==> src/rtl/operand_if.sv <==
// Operand stage bus: upstream beat (sources, selects, forwarding), ALU result feedback,
// and the downstream operand pair with its handshake.
interface operand_if #(
    parameter int WIDTH = 8,
    parameter int NSRC  = 4,
    parameter int SELW  = (NSRC > 1) ? $clog2(NSRC) : 1
);
    logic                  in_valid;
    logic                  in_ready;
    logic [WIDTH-1:0]      da;
    logic [NSRC*WIDTH-1:0] src_b;
    logic [SELW-1:0]       sel_b;
    logic                  fwd_a;
    logic                  fwd_b;
    logic                  res_valid;
    logic [WIDTH-1:0]      res;
    logic                  out_valid;
    logic                  out_ready;
    logic [WIDTH-1:0]      dataa;
    logic [WIDTH-1:0]      datab;
    logic                  err_sel;

    // A beat moves when valid and ready are both high at a rising edge. in_ready
    // never depends on in_valid; out_valid never depends on out_ready.
    modport slave (
        input  in_valid, da, src_b, sel_b, fwd_a, fwd_b, res_valid, res, out_ready,
        output in_ready, out_valid, dataa, datab, err_sel
    );

    modport master (
        output in_valid, da, src_b, sel_b, fwd_a, fwd_b, res_valid, res, out_ready,
        input  in_ready, out_valid, dataa, datab, err_sel
    );
endinterface

==> src/rtl/operand_stage.sv <==
// Operand register stage: resolves A/B operands (source select + result forwarding)
// at accept time and holds them in an output register backed by one skid entry.
module operand_stage #(
    parameter int WIDTH = 8,
    parameter int NSRC  = 4
) (
    input  logic      clk,
    input  logic      rst_n,
    operand_if.slave  bus
);
    localparam int SELW = (NSRC > 1) ? $clog2(NSRC) : 1;

    logic [WIDTH-1:0] fb;
    logic [WIDTH-1:0] fv;
    logic [WIDTH-1:0] op_a;
    logic [WIDTH-1:0] op_b;
    logic [WIDTH-1:0] picked;
    logic             sel_ok;
    logic             accept;
    logic             drain;
    logic             out_valid;
    logic [WIDTH-1:0] dataa;
    logic [WIDTH-1:0] datab;
    logic             skid_valid;
    logic [WIDTH-1:0] skid_a;
    logic [WIDTH-1:0] skid_b;
    logic             err_sel;

    // Same-cycle bypass: a result strobed this cycle wins over the stored copy.
    assign fv     = bus.res_valid ? bus.res : fb;
    assign sel_ok = (32'(bus.sel_b) < NSRC);

    always_comb begin
        picked = '0;
        for (int k = 0; k < NSRC; k++) begin
            if (bus.sel_b == SELW'(k)) begin
                picked = bus.src_b[k*WIDTH +: WIDTH];
            end
        end
    end

    assign op_a = bus.fwd_a ? fv : bus.da;
    assign op_b = bus.fwd_b ? fv : (sel_ok ? picked : '0);

    assign bus.in_ready = !skid_valid;
    assign accept       = bus.in_valid && !skid_valid;
    assign drain        = out_valid && bus.out_ready;

    always_ff @(posedge clk) begin
        if (!rst_n) begin
            fb         <= '0;
            out_valid  <= 1'b0;
            dataa      <= '0;
            datab      <= '0;
            skid_valid <= 1'b0;
            skid_a     <= '0;
            skid_b     <= '0;
            err_sel    <= 1'b0;
        end else begin
            if (bus.res_valid) begin
                fb <= bus.res;
            end
            if (accept && !bus.fwd_b && !sel_ok) begin
                err_sel <= 1'b1;
            end
            if (skid_valid) begin
                // in_ready is low here, so the only movement is skid -> output.
                if (drain) begin
                    dataa      <= skid_a;
                    datab      <= skid_b;
                    skid_valid <= 1'b0;
                end
            end else if (!out_valid || bus.out_ready) begin
                if (accept) begin
                    dataa     <= op_a;
                    datab     <= op_b;
                    out_valid <= 1'b1;
                end else begin
                    out_valid <= 1'b0;
                end
            end else if (accept) begin
                skid_a     <= op_a;
                skid_b     <= op_b;
                skid_valid <= 1'b1;
            end
        end
    end

    assign bus.out_valid = out_valid;
    assign bus.dataa     = dataa;
    assign bus.datab     = datab;
    assign bus.err_sel   = err_sel;
endmodule
==> src/flat_wrapper.sv <==
// flat-port wrapper written by rule: the top's interface ports become plain ports
module operand_stage_flat 
#(
    parameter int WIDTH = 8,
    parameter int NSRC  = 4
)
  (clk, rst_n, bus_in_valid, bus_da, bus_src_b, bus_sel_b, bus_fwd_a, bus_fwd_b, bus_res_valid, bus_res, bus_out_ready, bus_in_ready, bus_out_valid, bus_dataa, bus_datab, bus_err_sel);
  operand_if #(.WIDTH(WIDTH), .NSRC(NSRC)) bus_i ();
  input  logic clk;
  input  logic rst_n;
  input wire logic [$bits(bus_i.in_valid)-1:0] bus_in_valid;
  input wire logic [$bits(bus_i.da)-1:0] bus_da;
  input wire logic [$bits(bus_i.src_b)-1:0] bus_src_b;
  input wire logic [$bits(bus_i.sel_b)-1:0] bus_sel_b;
  input wire logic [$bits(bus_i.fwd_a)-1:0] bus_fwd_a;
  input wire logic [$bits(bus_i.fwd_b)-1:0] bus_fwd_b;
  input wire logic [$bits(bus_i.res_valid)-1:0] bus_res_valid;
  input wire logic [$bits(bus_i.res)-1:0] bus_res;
  input wire logic [$bits(bus_i.out_ready)-1:0] bus_out_ready;
  output wire logic [$bits(bus_i.in_ready)-1:0] bus_in_ready;
  output wire logic [$bits(bus_i.out_valid)-1:0] bus_out_valid;
  output wire logic [$bits(bus_i.dataa)-1:0] bus_dataa;
  output wire logic [$bits(bus_i.datab)-1:0] bus_datab;
  output wire logic [$bits(bus_i.err_sel)-1:0] bus_err_sel;
  assign bus_i.in_valid = bus_in_valid;
  assign bus_i.da = bus_da;
  assign bus_i.src_b = bus_src_b;
  assign bus_i.sel_b = bus_sel_b;
  assign bus_i.fwd_a = bus_fwd_a;
  assign bus_i.fwd_b = bus_fwd_b;
  assign bus_i.res_valid = bus_res_valid;
  assign bus_i.res = bus_res;
  assign bus_i.out_ready = bus_out_ready;
  assign bus_in_ready = bus_i.in_ready;
  assign bus_out_valid = bus_i.out_valid;
  assign bus_dataa = bus_i.dataa;
  assign bus_datab = bus_i.datab;
  assign bus_err_sel = bus_i.err_sel;
  operand_stage #(.WIDTH(WIDTH), .NSRC(NSRC)) u_core (.clk(clk), .rst_n(rst_n), .bus(bus_i));
endmodule
==> config.mk <==
export PLATFORM = sky130hd
export DESIGN_NAME = operand_stage_flat
export DESIGN_NICKNAME = d
export VERILOG_FILES = /design/src/rtl/operand_if.sv /design/src/rtl/operand_stage.sv /design/src/flat_wrapper.sv
export SDC_FILE = /design/constraint.sdc
export NUM_CORES = 1
export LEC_CHECK = 0
export CAP_MARGIN = 15
export CORE_ASPECT_RATIO = 2
export CORE_MARGIN = 2
export CORE_UTILIZATION = 48
export DETAILED_ROUTE_END_ITERATION = 7
export PLACE_DENSITY = 0.82
export RECOVER_POWER = 50
export SETUP_SLACK_MARGIN = 0.1
export SYNTH_ARGS = -nofsm -noshare
export SYNTH_HDL_FRONTEND = slang
export SYNTH_SLANG_ARGS = --single-unit
==> constraint.sdc <==
create_clock -name clk -period 2.1 [get_ports clk]
set_input_delay 0.525 -clock clk [delete_from_list [all_inputs] [get_ports clk]]
set_output_delay 0.525 -clock clk [all_outputs]
set_load 0.05 [all_outputs]
Word-level counts from Yosys, hierarchy flattened

Index checks and enable logic that the tools add are counted.

Mux-type cells: 19
Reduce and logical (&&, ||, !) cells: 11
Equality and inequality tests: 4
Bitwise operators: 2

Operators with widths:

| cell                                                   | count |
|---|---|
| 2-to-1 mux 8 bit                                       | 15 |
| AND reduction 3 bit                                    | 2 |
| equality test 2 bit (second input constant)            | 2 |
| 2-to-1 mux 1 bit                                       | 4 |
| nonzero test 2 bit                                     | 2 |
| equality test 2 x 1 -> 1 bit (second input constant)   | 1 |
| logical AND 1 bit                                      | 2 |
| zero test 1 bit                                        | 2 |
| zero test 2 bit                                        | 1 |
| inequality test 2 x 1 -> 1 bit (second input constant) | 1 |
| inverter 1 bit                                         | 2 |
| AND reduction 2 bit                                    | 1 |
| logical OR 1 bit                                       | 1 |

Output and inout port bits: 19
Input port bits: 57
Bits in registers: 42
Logic and storage cells: 43

Logic depth before layout (Yosys ltp)

Depth after elaboration: 9
Mapped depth: 5
Gate-level depth less buffers: 3

Least setup slack after synthesis

OpenSTA, ideal clock, no wires.

Path kind: register to register
Start point: reg u_core.out_valid, in the netlist u_core.bus.out_valid
End point: reg u_core.datab[5], in the netlist u_core.bus.datab[5]
Data required time: 2.012 ns
Arrival time: 1.502 ns
Period minus slack after synthesis: 1.590 ns
Slack: 0.510 ns
Stages on the path, launching flop included: 5
Path buffers: 1
Library setup time: 0.088 ns
Path through: dfxtp_1 > mux2_4 > buf_6 > a31oi_1 > a311oi_2

Longest elaborated chain between the ends: 4
Elaborated cells on any way between the ends: 6
Classes of those cells: 1 x eq/ne; 5 x reduce/logical

RTL lines:

| element                         | RTL line            | source |
|---|---|---|
| start, declared                 | operand_stage.sv:21 | `logic out_valid;` |
| start signal, assigned          | operand_stage.sv:52 | `out_valid <= 1'b0;` |
| start signal, assigned          | operand_stage.sv:77 | `out_valid <= 1'b1;` |
| start signal, assigned          | operand_stage.sv:79 | `out_valid <= 1'b0;` |
| zero test 1 bit                 | operand_stage.sv:73 | `end else if (!out_valid \|\| bus.out_ready) begin` |
| logical OR 1 bit                | operand_stage.sv:73 |  |
| nonzero test 2 bit (no line)    | -                   |  |
| AND reduction 3 bit (no line) * | -                   |  |
| end signal, assigned            | operand_stage.sv:70 | `datab <= skid_b;` |
| end signal, assigned            | operand_stage.sv:76 | `datab <= op_b;` |
| end, declared                   | operand_stage.sv:23 | `logic [WIDTH-1:0] datab;` |

Every way passes the cells marked *; elsewhere a longest branch is shown, timed or not.
A chain may end at the register's enable or synchronous reset.

Worst setup path after layout

Start point: reg u_core.dataa[6], in the netlist u_core.bus.dataa[6]
End point: out bus_dataa[6]

RTL lines:

| element                | RTL line            | source |
|---|---|---|
| start, declared        | operand_stage.sv:22 | `logic [WIDTH-1:0] dataa;` |
| start signal, assigned | operand_stage.sv:69 | `dataa <= skid_a;` |
| start signal, assigned | operand_stage.sv:75 | `dataa <= op_a;` |
| end, declared          | flat_wrapper.sv:22  | `output wire logic [$bits(bus_i.dataa)-1:0] bus_dataa;` |

No word-level cell between the ends.

==> flow_summary_export.csv <==
group,metric,value,unit
outcome,status,"finished clean",
timing,setup_slack,143,ps
grt,grt.total_usage,0.249,
cells_and_area,antennaDiodeCount,0,
detailed_routing,wl_per_cell,17.5,um
synthesis,ys_warn_count,0,
setup_path,worstPathRequired,1570,ps
setup_path,cp_max_fo,2,
timing,worst_pin_slew,727,ps
timing,min_period,1960,ps
timing,hold_slack,480,ps
synthesis,netlist_area,2320,um^2
cts,cts.sink_count,42,
setup_path,crit_buf_inv,1,
timing,hold_viol_final,0,
hold_path,min_from,"u_core.skid_a[7]",
cts,cts_buffer_depth,2,
grt,use_met1,0.222,
detailed_routing,vias_per_cell,5.82,
timing,timing.final.crit_share,0.932,
floorplanning,dieArea,5430,um^2
power_and_ir_drop,leakage,1.20,nW
grt,globalRoute.totalOverflow,0,
grt,grt_pass1_vias,2095,
setup_path,path_cells,"clkdlybuf4s50_1",
timing,max-slew-margin-rel,0.515,
setup_path,crit_path_max_incr_delay,800,ps
floorplanning,fp.dieW,53.1,um
synthesis,synth-seq-cells,42,
setup_path,worstSetupPathType,"flip-flop to primary output",
cells_and_area,nets,366,
setup_path,critPathCaptureType,"primary output",
synthesis,avgSynthCellArea,9.78,um^2
setup_path,crit_family,"buffers and inverters",
setup_path,cp_slowest_cell,"clkdlybuf4s50_1",
grt,grtUsageMet3,0.0409,
power_and_ir_drop,peakVddDrop,0.693,mV
power_and_ir_drop,power_density,683,nW/um^2
timing,setup-violations-final,0,
cts,post_cts_resized,0,
cts,cts_tree,"done",
placed_design,place_congestion,0.852,
detailed_routing,vias,2117,
cts,clk_pin_slew,70,ps
cells_and_area,drive_gt1_frac,0.168,
floorplanning,initial_core_util,0.499,
grt,grt_pass1_wl,9700,um
hold_path,hold_path_class,"flip-flop to flip-flop",
cts,cts-root-buf,"clkbuf_8",
setup_path,startpoint,"u_core.bus.dataa[6]",
placed_design,port-buffer-count,74,
detailed_routing,first_iter_violations,41,
synthesis,synth_cells,237,
cts,htreeDepth,2,
detailed_routing,drtAntennaViolNets,0,
grt,grt_max_degree,43,
cts,numCtsBuffers,5,
cts,post_cts_buffers,0,
floorplanning,io_pins,76,
grt,antenna_found_initial,0,
setup_path,crit_path_start_kind,"flip-flop",
grt,met2_usage,0.474,
synthesis,synth-seq-area-share,0.363,
floorplanning,core,4640,um^2
timing,fmax,511,MHz
detailed_routing,wl,6390,um
placed_design,dp_slack,71.7,ps
floorplanning,die_h,102,um
timing,slew_viol_final,0,
power_and_ir_drop,power,2.15,mW
timing,fin_skew,6.88,ps
cells_and_area,synthToLayoutAreaGrowth,35.8,%
grt,top_usage_layer,"met2",
detailed_routing,first_pass_iters,4,
detailed_routing,drc,0,
synthesis,yosysUniqueCellTypes,37,
cts,insertion_delay,290,ps
floorplanning,floorplan.rows,35,
cts,hold_buffers,0,
placed_design,dpl.hpwl,4880,um
timing,rsz0062_at_grt,"false",
setup_path,cp.arrival,1430,ps
setup_path,r2r_start,"u_core.skid_valid",
synthesis,syn-num-nets,294,
run,maxCapViolations,0,
timing,fin_tns_setup,0,ps
layer usage:
metal / share of wire / vias up
met5: 0 / -
met4: 0.046 / 0
met3: 0.065 / 20
met2: 0.56 / 85
met1: 0.33 / 987
li1: - / 1025
cells by family after synthesis:
logic type	count (synthesis)	share of synthesized area
mux	33	0.149
simple gates	58	0.132
buf+inv	26	0.0729
flops	42	0.363
compound gates	77	0.281
other cells	1	0.00162
cell usage after synthesis, drive strengths merged:
| cell | number | share of area |
|---|---|---|
| a22oi | 3 | 0.0097 |
| dfxtp | 42 | 0.36 |
| nand2b | 3 | 0.0081 |
| o21ai | 9 | 0.019 |
| a31oi | 16 | 0.043 |
| and2 | 17 | 0.047 |
| conb | 1 | 0.0016 |
| a311oi | 11 | 0.066 |
| mux2i | 24 | 0.10 |
| nor2 | 9 | 0.015 |
| mux2 | 9 | 0.045 |
| clkbuf | 3 | 0.0054 |
| and4bb | 1 | 0.0054 |
| nor3b | 5 | 0.016 |
| nand3 | 1 | 0.0022 |
| inv | 3 | 0.0049 |
| o22a | 8 | 0.030 |
| a211oi | 6 | 0.030 |
| nand2 | 20 | 0.033 |
| o22ai | 8 | 0.022 |
| a21oi | 11 | 0.029 |
| a221oi | 5 | 0.032 |
| nor2b | 1 | 0.0027 |
| buf | 20 | 0.063 |
| or2 | 1 | 0.0027 |
registers in the layout (all words and copies together) (netlist names):
signal	cells
u_core.bus.datab	8
u_core.skid_b	8
u_core.fb	8
u_core.bus.dataa	8
u_core.bus.out_valid	1
u_core.skid_a	8
u_core.skid_valid	1
cell usage in the layout, fill, tap and decap left out, drive strengths merged, types with 9 or more instances in the layout:
master and n:
mux2i 24, clkbuf 16, mux2 9, buf 13, and2 17, clkdlybuf4s50 64
a21oi 11, nand2 20, a31oi 16, dfxtp 42, a311oi 11, o21ai 9
nor2 9
final timing paths:
check | cells after the start | endpoint | slack, ps
min | 2 | u_core.skid_a[7] | 480
max reg2reg | 5 | u_core.bus.dataa[4] | 560
min reg2reg | 2 | u_core.skid_a[7] | 480
max | 1 | bus_dataa[6] | 140
power breakdown:
part	internal [mW]	total, mW	switching [mW]
clock	0.380	0.648	0.268
sequential	0.852	0.887	0.0353
combinational	0.274	0.614	0.340
metrics by stage:
stage,cell area (um^2),instances,util
after CTS,3200,364,0.690
after detailed placement,3090,357,0.666
after global routing,3150,364,0.678
after floorplan,2320,237,-
after global placement,3090,357,0.666
final,3150,364,0.678
final cells by class:
class / instances / area (um^2)
clock buffers: 6 / 82.6
clock inverters: 1 / 30.0
fillers: 406 / 1500
inverters: 3 / 11.3
multi-input cells: 169 / 1300
flip-flops and latches: 42 / 841
well taps: 55 / 68.8
repair buffers: 88 / 812
Note: power is estimated with default switching activity, not from simulation.
